<file path="src/rtl/pipeline_sequencer.sv">
// pipeline_sequencer
//   Control unit for the 5-stage SIMPLE pipeline (P1 fetch .. P5 writeback).
//   Owns run/stop, the fetch PC and the P3..P5 valid bits. It stalls P1/P2
//   behind a bubble on read-after-write hazards, redirects fetch on branches
//   resolved in P3 (squashing P1/P2), and drains the pipe on HLT or stop.
//
//   Optional feature macro: PIPE_FWD_EN
//     defined   - operand forwarding from P4 DR / P5 writeback; only a load
//                 in P3 feeding a reader in P2 stalls (one bubble)
//     undefined - fwd_a/fwd_b tied to 0; any valid writer in P3 or P4 whose
//                 destination is read by P2 stalls the front end
//
// Parameters
//   PC_W      PC / branch-target width
//   START_PC  PC loaded on reset
//
// Ports
//   clock      in   system clock, all state on posedge
//   reset      in   asynchronous, active-high
//   exec       in   board level; each rising edge toggles run/stop
//   p2_ir      in   instruction in P2 (register read)
//   p3_ir      in   instruction in P3 (ALU / branch resolve)
//   p4_ir      in   instruction in P4 (memory)
//   br_taken   in   P3 conditional-branch condition
//   br_target  in   P3 branch target
//   pc         out  fetch address
//   hold_p12   out  P1/P2 registers keep their value
//   bubble_p3  out  P3 loads a NOP
//   valid_p3   out  P3 holds a real instruction
//   valid_p4   out  P4 holds a real instruction
//   valid_p5   out  P5 holds a real instruction (gates RegWrite/store)
//   running    out  sequencer in RUN
//   fwd_a      out  source of P3 operand A (the rb field): 0 reg, 1 P4 DR, 2 P5 WB
//   fwd_b      out  source of P3 operand B (the ra field), same encoding

module pipeline_sequencer #(
  parameter int              PC_W     = 12,
  parameter logic [PC_W-1:0] START_PC = '0
) (
  input  logic            clock,
  input  logic            reset,
  input  logic            exec,
  input  logic [15:0]     p2_ir,
  input  logic [15:0]     p3_ir,
  input  logic [15:0]     p4_ir,
  input  logic            br_taken,
  input  logic [PC_W-1:0] br_target,
  output logic [PC_W-1:0] pc,
  output logic            hold_p12,
  output logic            bubble_p3,
  output logic            valid_p3,
  output logic            valid_p4,
  output logic            valid_p5,
  output logic            running,
  output logic [1:0]      fwd_a,
  output logic [1:0]      fwd_b
);

  typedef enum logic [1:0] {STOP, RUN, DRAIN} state_t;

  state_t state, state_next;

  logic exec_q;
  logic idle_q;
  logic squash_q;
  logic exec_rise;
  logic take_branch;
  logic hlt_p3;
  logic hazard;
  logic stall;
  logic [3:0] dest_p4;
  logic unused_bits;

  // {writes, register} for an instruction, given ir[15:4]
  function automatic logic [3:0] dest_of(input logic [11:0] hi);
    logic [3:0] d;
    d = 4'b0000;
    case (hi[11:10])
      2'b11: if (!(hi[3:0] inside {4'b0101, 4'b1101, 4'b1111})) d = {1'b1, hi[6:4]};
      2'b00: d = {1'b1, hi[9:7]};
      2'b10: if (hi[9:7] == 3'b000) d = {1'b1, hi[6:4]};
      default: d = 4'b0000;
    endcase
    return d;
  endfunction

  function automatic logic reads_ra(input logic [1:0] op1);
    return (op1 == 2'b11) || (op1 == 2'b01);
  endfunction

  function automatic logic reads_rb(input logic [1:0] op1);
    return op1 != 2'b10;
  endfunction

  // Does the instruction (ir[15:8]) read the register named by d?
  function automatic logic uses_reg(input logic [7:0] hi, input logic [3:0] d);
    return d[3] && ((reads_ra(hi[7:6]) && hi[5:3] == d[2:0]) ||
                    (reads_rb(hi[7:6]) && hi[2:0] == d[2:0]));
  endfunction

  // Only the opcode/register fields matter here; the low bits are data.
  assign unused_bits = ^{p2_ir, p3_ir, p4_ir};

  assign exec_rise   = exec && !exec_q;
  assign hlt_p3      = valid_p3 && p3_ir[15:14] == 2'b11 && p3_ir[7:4] == 4'b1111;
  assign take_branch = valid_p3 && p3_ir[15:14] == 2'b10 &&
                       (p3_ir[13:11] == 3'b100 || (p3_ir[13:11] == 3'b111 && br_taken));
  assign dest_p4     = valid_p4 ? dest_of(p4_ir[15:4]) : 4'b0000;

`ifdef PIPE_FWD_EN
  logic [3:0] dest_p5;

  // A load's data only exists after P4, so it alone must stall one slot.
  assign hazard = valid_p3 && p3_ir[15:14] == 2'b00 &&
                  uses_reg(p2_ir[15:8], {1'b1, p3_ir[13:11]});

  // Destination of the instruction now in writeback, tracked from P4.
  always_ff @(posedge clock or posedge reset) begin
    if (reset) dest_p5 <= 4'b0000;
    else       dest_p5 <= dest_p4;
  end

  // P4 holds the newer value, so it wins over P5.
  always_comb begin
    fwd_a = 2'd0;
    fwd_b = 2'd0;
    if (valid_p3 && reads_rb(p3_ir[15:14])) begin
      if (dest_p4 == {1'b1, p3_ir[10:8]})      fwd_a = 2'd1;
      else if (dest_p5 == {1'b1, p3_ir[10:8]}) fwd_a = 2'd2;
    end
    if (valid_p3 && reads_ra(p3_ir[15:14])) begin
      if (dest_p4 == {1'b1, p3_ir[13:11]})      fwd_b = 2'd1;
      else if (dest_p5 == {1'b1, p3_ir[13:11]}) fwd_b = 2'd2;
    end
  end
`else
  logic [3:0] dest_p3;

  // Without forwarding, P2 waits until the producer reaches P5; the
  // register file writes on negedge so P5 itself needs no wait.
  assign dest_p3 = valid_p3 ? dest_of(p3_ir[15:4]) : 4'b0000;
  assign hazard  = uses_reg(p2_ir[15:8], dest_p3) || uses_reg(p2_ir[15:8], dest_p4);
  assign fwd_a   = 2'd0;
  assign fwd_b   = 2'd0;
`endif

  // A taken branch outranks a stall, and the slot after it holds a dead
  // instruction in P2 that must not hold the front end either.
  assign stall = (state == RUN) && hazard && !take_branch && !squash_q;

  // Next state plus the combinational front-end controls.
  always_comb begin
    state_next = state;
    running    = (state == RUN);
    hold_p12   = idle_q || stall;
    bubble_p3  = idle_q || stall;
    case (state)
      STOP:    if (exec_rise) state_next = RUN;
      RUN:     if (exec_rise || hlt_p3) state_next = DRAIN;
      DRAIN:   if (!valid_p4 && !valid_p5) state_next = STOP;
      default: state_next = STOP;
    endcase
  end

  // State, PC and valid pipe. idle_q mirrors "not in RUN" one cycle ahead so
  // hold/bubble read 0 while in reset and 1 from the first STOP cycle.
  always_ff @(posedge clock or posedge reset) begin
    if (reset) begin
      state    <= STOP;
      exec_q   <= 1'b0;
      idle_q   <= 1'b0;
      squash_q <= 1'b0;
      pc       <= START_PC;
      valid_p3 <= 1'b0;
      valid_p4 <= 1'b0;
      valid_p5 <= 1'b0;
    end else begin
      state    <= state_next;
      exec_q   <= exec;
      idle_q   <= (state_next != RUN);
      squash_q <= take_branch;
      if (take_branch)
        pc <= br_target;
      else if (state == RUN && !stall)
        pc <= pc + {{(PC_W-1){1'b0}}, 1'b1};
      valid_p3 <= (state == RUN) && !stall && !take_branch && !squash_q;
      valid_p4 <= valid_p3;
      valid_p5 <= valid_p4;
    end
  end

endmodule

</file>
<file path="config.mk">
export PLATFORM = sky130hd
export DESIGN_NAME = pipeline_sequencer
export DESIGN_NICKNAME = d
export VERILOG_FILES = /design/src/rtl/pipeline_sequencer.sv
export SDC_FILE = /design/constraint.sdc
export NUM_CORES = 1
export LEC_CHECK = 0
export ABC_AREA = 1
export BUFFER_PORTS_ARGS = -buffer_cell sky130_fd_sc_hd__clkbuf_2
export CORE_MARGIN = 1.5
export CORE_UTILIZATION = 50
export DETAILED_ROUTE_END_ITERATION = 7
export PLACE_DENSITY = 0.85
export RECOVER_POWER = 50
export SYNTH_ARGS = -nofsm -noshare
export SYNTH_HDL_FRONTEND = slang
export SYNTH_SLANG_ARGS = --single-unit
export TNS_END_PERCENT = 20
</file>
<file path="constraint.sdc">
create_clock -name clock -period 3.1 [get_ports clock]
set_input_delay 0.31 -clock clock [delete_from_list [all_inputs] [get_ports clock]]
set_output_delay 0.31 -clock clock [all_outputs]
set_load 0.02 [all_outputs]
</file>
==> results.cfg, run 1 <==
[run_status]
status = completed

[layout]
mostFrequentLayoutCells = 100 x nand2_1, 58 x clkbuf_2, 40 x nand3_1, 29 x inv_1
final_layout_size_suffix_gt1_frac = 0.227
num_antenna_cells = 0
nets = 401
mostFrequentLayoutCell = nand2_1
utilization = 0.621
design_area_sq_um = 2060
area_delta_synth_final_pct = 20.4
nFillCells = 343

[flow_run]
drv_cap = 0

[drt]
postRouteAntennaNets = 0
drc = 0
drtPass1Iterations = 4
num_vias = 1880
drtIter0Drc = 126
finalWirelength_mm = 3.89
vias_per_cell = 4.93
wire_per_inst_um = 10.2

[floorplanning]
dieArea_sq_um = 3780
io_pins = 86
core_area_sq_um = 3310
rows = 21
start_util = 0.516
chipWidth_um = 61.5
die_y_um = 61.5

[synthesis]
synth_simple_gate_area_share = 0.474
synth-main-ff-cell = dfrtp_1
yosysUniqueCellTypes = 30
synth-seq-area-share = 0.293
synthXorXnorAreaFrac = 0.0410
yosys_warnings = 0
muxShareOfSynthArea = 0
synth_area_sq_um = 1710
synth-compound-area-share = 0.0666
synth_edf_count = 0
ys_ff_latch = 20
synth_top_family_by_area = simple AND/OR/NAND/NOR gates
synth_fa_ha_area_frac = 0.00732
syn_avg_cell_area_sq_um = 6.24
synthArstFlopShare = 1.00
synthCells = 274

[clock_network]
clk-insertion-delay-late_ns = 0.31
clock-sinks = 20
clk_pin_slew_ns = 0.13
numCtsBuffers = 3
cts_hold_repair.buffers = 0
post_cts_buffers = 0
htree_levels = 1
cts_buffer_depth = 2
ctsRootBufferMaster = clkbuf_4
cts_resized = 0
cts_tree = built

[grt]
grt.busiest_layer = met2
grt.total_usage = 0.221
grt_use_met1 = 0.293
gr-usage-met2 = 0.383
use_met3 = 0.0210
grt_max_degree = 22
overflow = 0
grt_pass1_wl_mm = 6.45
antenna_found_initial = 0
grt_pass1_vias = 1600

[timing]
period_minus_slack_ns = 2.45
rsz0062_at_grt = false
worst_pin_slew_ns = 0.770
maxSlewViolCount = 0
fin_skew_ns = 0.0175
max_freq_mhz = 408
hold_ws_ns = 0.0949
setup_viol = 0
final-hold-violation-count = 0
final.setup.tns_ns = 0
max-slew-margin-rel = 0.486
period_share = 0.791

[pwr]
p_clk_frac = 0.123
seqPwrFrac = 0.370
switching_share = 0.494
power_frac_comb = 0.507
vdd_drop_max_mv = 0.527
p_leak_nw = 1.22
power_mw = 1.27
p_sw_uw = 628
powerDensity_nw_per_um2 = 618
p_int_uw = 644

[placed_design]
gp_congestion = 0.868
dpl-instance-area_sq_um = 2030
place_hpwl_mm = 3.09
numPortBuffers = 65

[setup_path]
crit_required_ns = 2.79
criticalPathCategory = register to output pin
worst_ep_arrival_time_ns = 2.14
critPathMaxFanout = 14
endpoint_kind = output pin
start_kind = register

[min_path]
hold_path.class = input port to asynchronous set/reset pin
## cell type report
type / instances / area, sq um / share of cell area
Multi-Input combinational cell: 214 / 1020 / 0.497
Sequential cell: 20 / 500 / 0.243
Timing Repair Buffer: 66 / 324 / 0.158
Inverter: 31 / 116 / 0.0566
Tap cell: 46 / 57.6 / 0.0280
Clock buffer: 4 / 36.3 / 0.0176
## logic make-up (layout without fill, tap and decap cells)
group                    Yosys count  in the layout
adder cells (fa/ha/maj)            1              1
buffers and inverters             43            101
flip-flops                        20             20
XOR/XNOR                           8              8
other                              1              4
AO/OA/AOI/OAI                     20             20
AND/OR/NAND/NOR                  181            181
## metrics by stage
step           worst slack, ns  std cells
2_1_floorplan            0.958        277
3_3_place_gp             0.934        377
3_5_place_dp             0.935        377
4_1_cts                  0.634        381
5_1_grt                  0.458        381
6_report                 0.647        381
## worst max-delay path, cell delays in order, from the launching register on
cell and delay, ns:
dfrtp_1 0.54, inv_1 0.15, nor4_1 0.06, nand2_1 0.17, inv_1 0.08, nor3_1 0.35, nand2_4 0.20, nand2_1 0.12
clkbuf_2 0.17
## path summary, 6_finish.rpt
kind,from,endpoint,slack [ns],depth (start not counted)
setup / recovery,valid_p3,bubble_p3,0.65,8
hold / removal,reset,pc[11],0.09,2
setup reg to reg,valid_p3,pc[1],1.05,7
hold reg to reg,state[0],state[0],0.52,1
max in group asynchronous,reset,squash_q,2.51,2
min in group clock,exec,exec_q,0.13,1
## per-layer routing
metal  vias to the layer above  routed length, um
li1                        985                  -
met1                       842               1780
met2                        48               1900
met3                         5                168
met4                         0                 44
met5                         -                  0
## flip-flops by register name (all words and copies together), names as in the netlist
name      cells
pc           12
valid_p4      1
valid_p3      1
state         2
exec_q        1
idle_q        1
valid_p5      1
squash_q      1
## power by group through the flow
stage	combinational [mW]	sequential (mW)	clock, mW
after global routing	0.731	0.492	0.167
after global placement	0.635	0.472	0
after CTS	0.654	0.469	0.154
final	0.645	0.471	0.156
after detailed placement	0.650	0.474	0
after floorplan	0.446	0.511	0
## synth_stat cells, types with 2 or more instances
library cell	count	area, sq um
a21boi_0	2	15.0
a21oi_1	4	20.0
buf_2	2	10.0
buf_4	7	52.6
clkbuf_1	2	7.51
dfrtp_1	20	500
inv_1	29	109
inv_2	2	7.51
nand2_1	100	375
nand2_2	4	25.0
nand2_4	2	22.5
nand3_1	40	200
nand3_2	3	30.0
nand4_1	6	37.5
nor2_1	20	75.1
o21ai_0	11	55.1
xnor2_1	4	35.0
xor2_1	4	35.0
Note: power is estimated with default switching activity, not from simulation.
==> inputs of run 2 (changes only) <==
--- a/config.mk
+++ b/config.mk
@@ -8,9 +8,9 @@
 export ABC_AREA = 1
 export BUFFER_PORTS_ARGS = -buffer_cell sky130_fd_sc_hd__clkbuf_2
 export CORE_MARGIN = 1.5
-export CORE_UTILIZATION = 50
+export CORE_UTILIZATION = 46
 export DETAILED_ROUTE_END_ITERATION = 7
-export PLACE_DENSITY = 0.85
+export PLACE_DENSITY = 0.79
 export RECOVER_POWER = 50
 export SYNTH_ARGS = -nofsm -noshare
 export SYNTH_HDL_FRONTEND = slang
==> constraint.sdc (replaced) <==
create_clock -name clock -period 2.33 [get_ports clock]
set_input_delay 0.233 -clock clock [delete_from_list [all_inputs] [get_ports clock]]
set_output_delay 0.233 -clock clock [all_outputs]
set_load 0.02 [all_outputs]
==> run 2 against run 1 <==
Global-route usage shrank 2.2 points. Sequential power is 27% higher. Total power rose by 36%. Critical path type unchanged. Critical endpoint is now hold_p12.
==> results.cfg, run 2 (same netlist as run 1, synthesis figures left out) <==
[layout]
mostFrequentLayoutCell = nand2_1
top_regs = pc (12), state (2)
multiInputGateArea_sq_um = 1020
design_area_sq_um = 2080
seq_area_sq_um = 502
area_delta_synth_final_pct = 21.7
mostFrequentLayoutCells = 100 x nand2_1, 59 x clkbuf_2, 40 x nand3_1, 29 x inv_1, 20 x nor2_1
nFillCells = 349
utilization = 0.604
largest_reg_flops = 12
regMostFlops = pc
final_layout_size_suffix_gt1_frac = 0.235
nets = 403
num_antenna_cells = 0

[placed_design]
numPortBuffers = 65
dpl-instance-area_sq_um = 2040
place_hpwl_mm = 3.10
gp_congestion = 0.869

[pwr]
powerDensity_nw_per_um2 = 830
vdd_drop_max_mv = 0.840
p_leak_nw = 1.23

[drt]
drtIter0Drc = 127
drtPass1Iterations = 4
wire_per_inst_um = 10.1
drc = 0
vias_per_cell = 4.92
num_vias = 1878
postRouteAntennaNets = 0
finalWirelength_mm = 3.85

[timing]
final-hold-violation-count = 0
period_minus_slack_ns = 2.06
rsz0062_at_grt = false
worst_pin_slew_ns = 0.752
setup_viol = 0
fin_skew_ns = 0.00730
max_freq_mhz = 484
period_share = 0.886
final.setup.tns_ns = 0
maxSlewViolCount = 0
max-slew-margin-rel = 0.498

[floorplanning]
core_area_sq_um = 3440
chipWidth_um = 64.0
start_util = 0.497
dieArea_sq_um = 4090
die_y_um = 64.0
rows = 21
io_pins = 86

[clock_network]
numCtsBuffers = 3
cts_tree = built
ctsRootBufferMaster = clkbuf_8
clock-sinks = 20
post_cts_buffers = 0
htree_levels = 1
clk_pin_slew_ns = 0.07
cts_buffer_depth = 2
clk-insertion-delay-late_ns = 0.25

[run_status]
status = completed

[setup_path]
crit_chain = inv_1 -> nor4_1 -> nand2_1 -> inv_1 -> nor3_1 -> nand2_4 -> nand2_1 -> clkbuf_2
criticalPathCategory = register to output pin
endpoint_kind = output pin
cpPeakStageDelay_ns = 0.38
critPathMaxFanout = 14
worst_ep_arrival_time_ns = 1.83
crit_required_ns = 2.10
critical_path.slowest_cell = dfrtp_1
start_kind = register

[grt]
grt_pass1_vias = 1618
overflow = 0
grt.total_usage = 0.199
grt_max_degree = 22
grt_pass1_wl_mm = 6.65
antenna_found_initial = 0

[flow_run]
drv_cap = 0

[min_path]
hold_path.class = input port to asynchronous set/reset pin
-- run 2: path summary, 6_finish.rpt --
kind | from | slack, ns | end | depth (start not counted)
hold / removal | reset | 0.09 | valid_p5 | 2
setup / recovery | valid_p3 | 0.27 | hold_p12 | 8
min in group clock | exec | 0.11 | exec_q | 1
hold reg to reg | state[0] | 0.49 | state[0] | 1
max in group asynchronous | reset | 1.72 | valid_p4 | 2
setup reg to reg | pc[0] | 0.50 | pc[10] | 12
-- run 2: metrics by stage --
step | std cells | power [mW] | hold WS, ns | setup WS, ns
6_report | 382 | 1.73 | 0.0918 | 0.265
5_1_grt | 382 | 1.89 | 0.101 | 0.0761
4_1_cts | 382 | 1.75 | 0.0948 | 0.232
3_5_place_dp | 379 | 1.52 | 0.360 | 0.302
3_3_place_gp | 379 | 1.50 | 0.360 | 0.314
2_1_floorplan | 277 | 1.27 | 0.197 | 0.265
-- run 2: worst max-delay path, delay by kind of cell (launching register included) --
| kind | cells | cell delay [ns] |
|---|---|---|
| simple gates | 5 | 0.86 |
| buf+inv | 3 | 0.33 |
| flops | 1 | 0.38 |
-- run 2: area by class of cell --
class,instances,share of cell area
inverters,31,0.0560
repair buffers,68,0.164
flip-flops and latches,20,0.241
well taps,46,0.0277
clock buffers,3,0.0199
multi-input cells,214,0.492
-- run 2: layer usage --
metal | routed length, um | track usage | up-vias | share of wire
met4 | 7 | 0.0299 | 0 | 0.0018
met2 | 1810 | 0.349 | 48 | 0.47
met1 | 1810 | 0.255 | 836 | 0.47
met3 | 224 | 0.0423 | 2 | 0.058
li1 | - | - | 992 | -
met5 | 0 | 0 | - | 0
-- run 2: report_power, final --
part	total (mW)	switching, mW	leakage (nW)	internal [mW]
logic	0.911	0.589	0.951	0.322
clock network	0.218	0.103	0.0216	0.115
registers	0.596	0.129	0.256	0.467
total	1.73	0.822	1.23	0.905
-- run 2: repair_timing --
action,CTS,global route
gates resized for setup,0,1
hold buffers,0,0
setup endpoints to repair,0,2
==> inputs of run 3 (changes only) <==
--- a/config.mk
+++ b/config.mk
@@ -7,7 +7,7 @@
 export LEC_CHECK = 0
 export ABC_AREA = 1
 export BUFFER_PORTS_ARGS = -buffer_cell sky130_fd_sc_hd__clkbuf_2
-export CORE_MARGIN = 1.5
+export CORE_MARGIN = 5
 export CORE_UTILIZATION = 46
 export DETAILED_ROUTE_END_ITERATION = 7
 export PLACE_DENSITY = 0.79
==> run 3 against run 2 <==
Highest routed layer unchanged. Critical path depth is the same. Maximum frequency shrank 4.5%. Worst hold slack lost 0.0057 ns. Register-to-register slack worse by 0.07 ns. Largest power group unchanged. Utilization shrank 2.7 points. Non-clock buffer count did not move. Sequential cell count stayed put.
==> results.cfg, run 3 (same netlist as run 1, synthesis figures left out) <==
[timing]
period_share = 0.927
max-slew-margin-rel = 0.486
rsz0062_at_grt = false
final.setup.tns_ns = 0
setup_viol = 0
worst_pin_slew_ns = 0.770
max_freq_mhz = 463
maxSlewViolCount = 0
fin_skew_ns = 0.00452
period_minus_slack_ns = 2.16
final-hold-violation-count = 0

[layout]
num_antenna_cells = 0
mostFrequentLayoutCells = 100 x nand2_1, 60 x clkbuf_2, 40 x nand3_1, 29 x inv_1, 20 x nor2_1
top_regs = pc (12), state (2)
design_area_sq_um = 2100
nets = 403
area_delta_synth_final_pct = 22.7
largest_reg_flops = 12
final_layout_size_suffix_gt1_frac = 0.240
regMostFlops = pc
mostFrequentLayoutCell = nand2_1

[pwr]
powerDensity_nw_per_um2 = 851
p_sw_uw = 841
seqPwrFrac = 0.339
power_mw = 1.78
vdd_drop_max_mv = 0.621
p_leak_nw = 1.24
p_int_uw = 943
switching_share = 0.472
power_frac_comb = 0.513
p_clk_frac = 0.148

[drt]
finalWirelength_mm = 4.10
drtIter0Drc = 101
drtPass1Iterations = 4
vias_per_cell = 4.79
wire_per_inst_um = 10.7
drc = 0
num_vias = 1844
postRouteAntennaNets = 0

[grt]
grt_max_degree = 22
grt.total_usage = 0.167
antenna_found_initial = 0
grt_pass1_wl_mm = 7.09
gr-usage-met2 = 0.296
grt_pass1_vias = 1664
overflow = 0
grt_use_met1 = 0.210
use_met3 = 0.0313
grt.busiest_layer = met2

[clock_network]
ctsRootBufferMaster = clkbuf_8
clk-insertion-delay-late_ns = 0.26
clk_pin_slew_ns = 0.07
numCtsBuffers = 3
htree_levels = 1
cts_hold_repair.buffers = 0
post_cts_buffers = 0
cts_buffer_depth = 2
cts_tree = built
clock-sinks = 20

[floorplanning]
dieArea_sq_um = 5030
start_util = 0.470
rows = 22
chipWidth_um = 71.0
die_y_um = 71.0
core_area_sq_um = 3630
io_pins = 86

[setup_path]
crit_chain = inv_1 -> nor4_1 -> nand2_1 -> inv_1 -> nor3_1 -> nand2_4 -> nand2_1 -> clkbuf_2
cpPeakStageDelay_ns = 0.39
worstReg2RegEnd = pc[10]
endpoint_kind = output pin
worst_ep_arrival_time_ns = 1.93
reg2reg_slack_ns = 0.43
criticalPathCategory = register to output pin
critPathMaxFanout = 14
reg2reg_depth = 12
timing.rr.start = pc[0]
start_kind = register
critical_path.slowest_cell = dfrtp_1
crit_required_ns = 2.10

[placed_design]
numPortBuffers = 65
gp_congestion = 0.807
dpl-instance-area_sq_um = 2050
place_hpwl_mm = 3.35

[flow_run]
drv_cap = 0

[run_status]
status = completed

[min_path]
hold_path.class = input port to asynchronous set/reset pin
-- run 3: cell count changes in the layout (fill, tap and decap cells not counted) --
cell,before,now
clkbuf_1,6,5
clkbuf_2,59,60
clkbuf_8,3,4
-- run 3: worst max path at each step --
stage | from | end | slack, ns | depth (start not counted)
detailed placement | p4_ir[12] | hold_p12 | 0.31 | 15
floorplan | state[1] | hold_p12 | 0.27 | 7
finish | valid_p3 | bubble_p3 | 0.17 | 8
CTS | valid_p3 | hold_p12 | 0.16 | 8
global placement | p3_ir[11] | bubble_p3 | 0.33 | 17
global route | valid_p3 | hold_p12 | 0.007 | 8
-- run 3: critical path, delay by kind of cell (launching register included) --
kind | cells | cell delay (ns)
flip-flops | 1 | 0.39
buffers and inverters | 3 | 0.34
AND/OR/NAND/NOR | 5 | 0.95
-- run 3: what timing repair did --
action	4_1_cts	5_1_grt
endpoints found under the setup margin	0	2
gates resized for setup	0	1
hold endpoints to repair	0	0
-- run 3: power by group through the flow --
stage,Sequential (mW),Clock [mW],Combinational (mW)
2_1_floorplan,0.680,0,0.593
3_3_place_gp,0.605,0,0.905
3_5_place_dp,0.610,0,0.927
4_1_cts,0.604,0.265,0.931
5_1_grt,0.631,0.279,1.03
6_report,0.605,0.264,0.915
-- run 3: layer usage --
layer	up-vias	wire, um	share of wire
met5	-	0	0
met1	812	1820	0.44
met2	38	2040	0.50
met4	0	38	0.0093
met3	2	199	0.049
li1	992	-	-
-- run 3: area by class of cell --
cell class	count	area [sq um]
fill	393	1540
multi-input combinational	214	1020
sequential	20	502
timing repair buffer	68	342
inverter	31	116
tap	48	60.1
clock buffer	4	55.1
-- run 3: per-stage QoR --
step | setup WS [ns] | std cells | util | hold slack [ns]
2_1_floorplan | 0.265 | 277 | - | 0.197
3_3_place_gp | 0.328 | 381 | 0.563 | 0.364
3_5_place_dp | 0.311 | 381 | 0.563 | 0.368
4_1_cts | 0.156 | 385 | 0.579 | 0.0975
5_1_grt | 0.00734 | 385 | 0.577 | 0.103
6_report | 0.169 | 385 | 0.577 | 0.0861
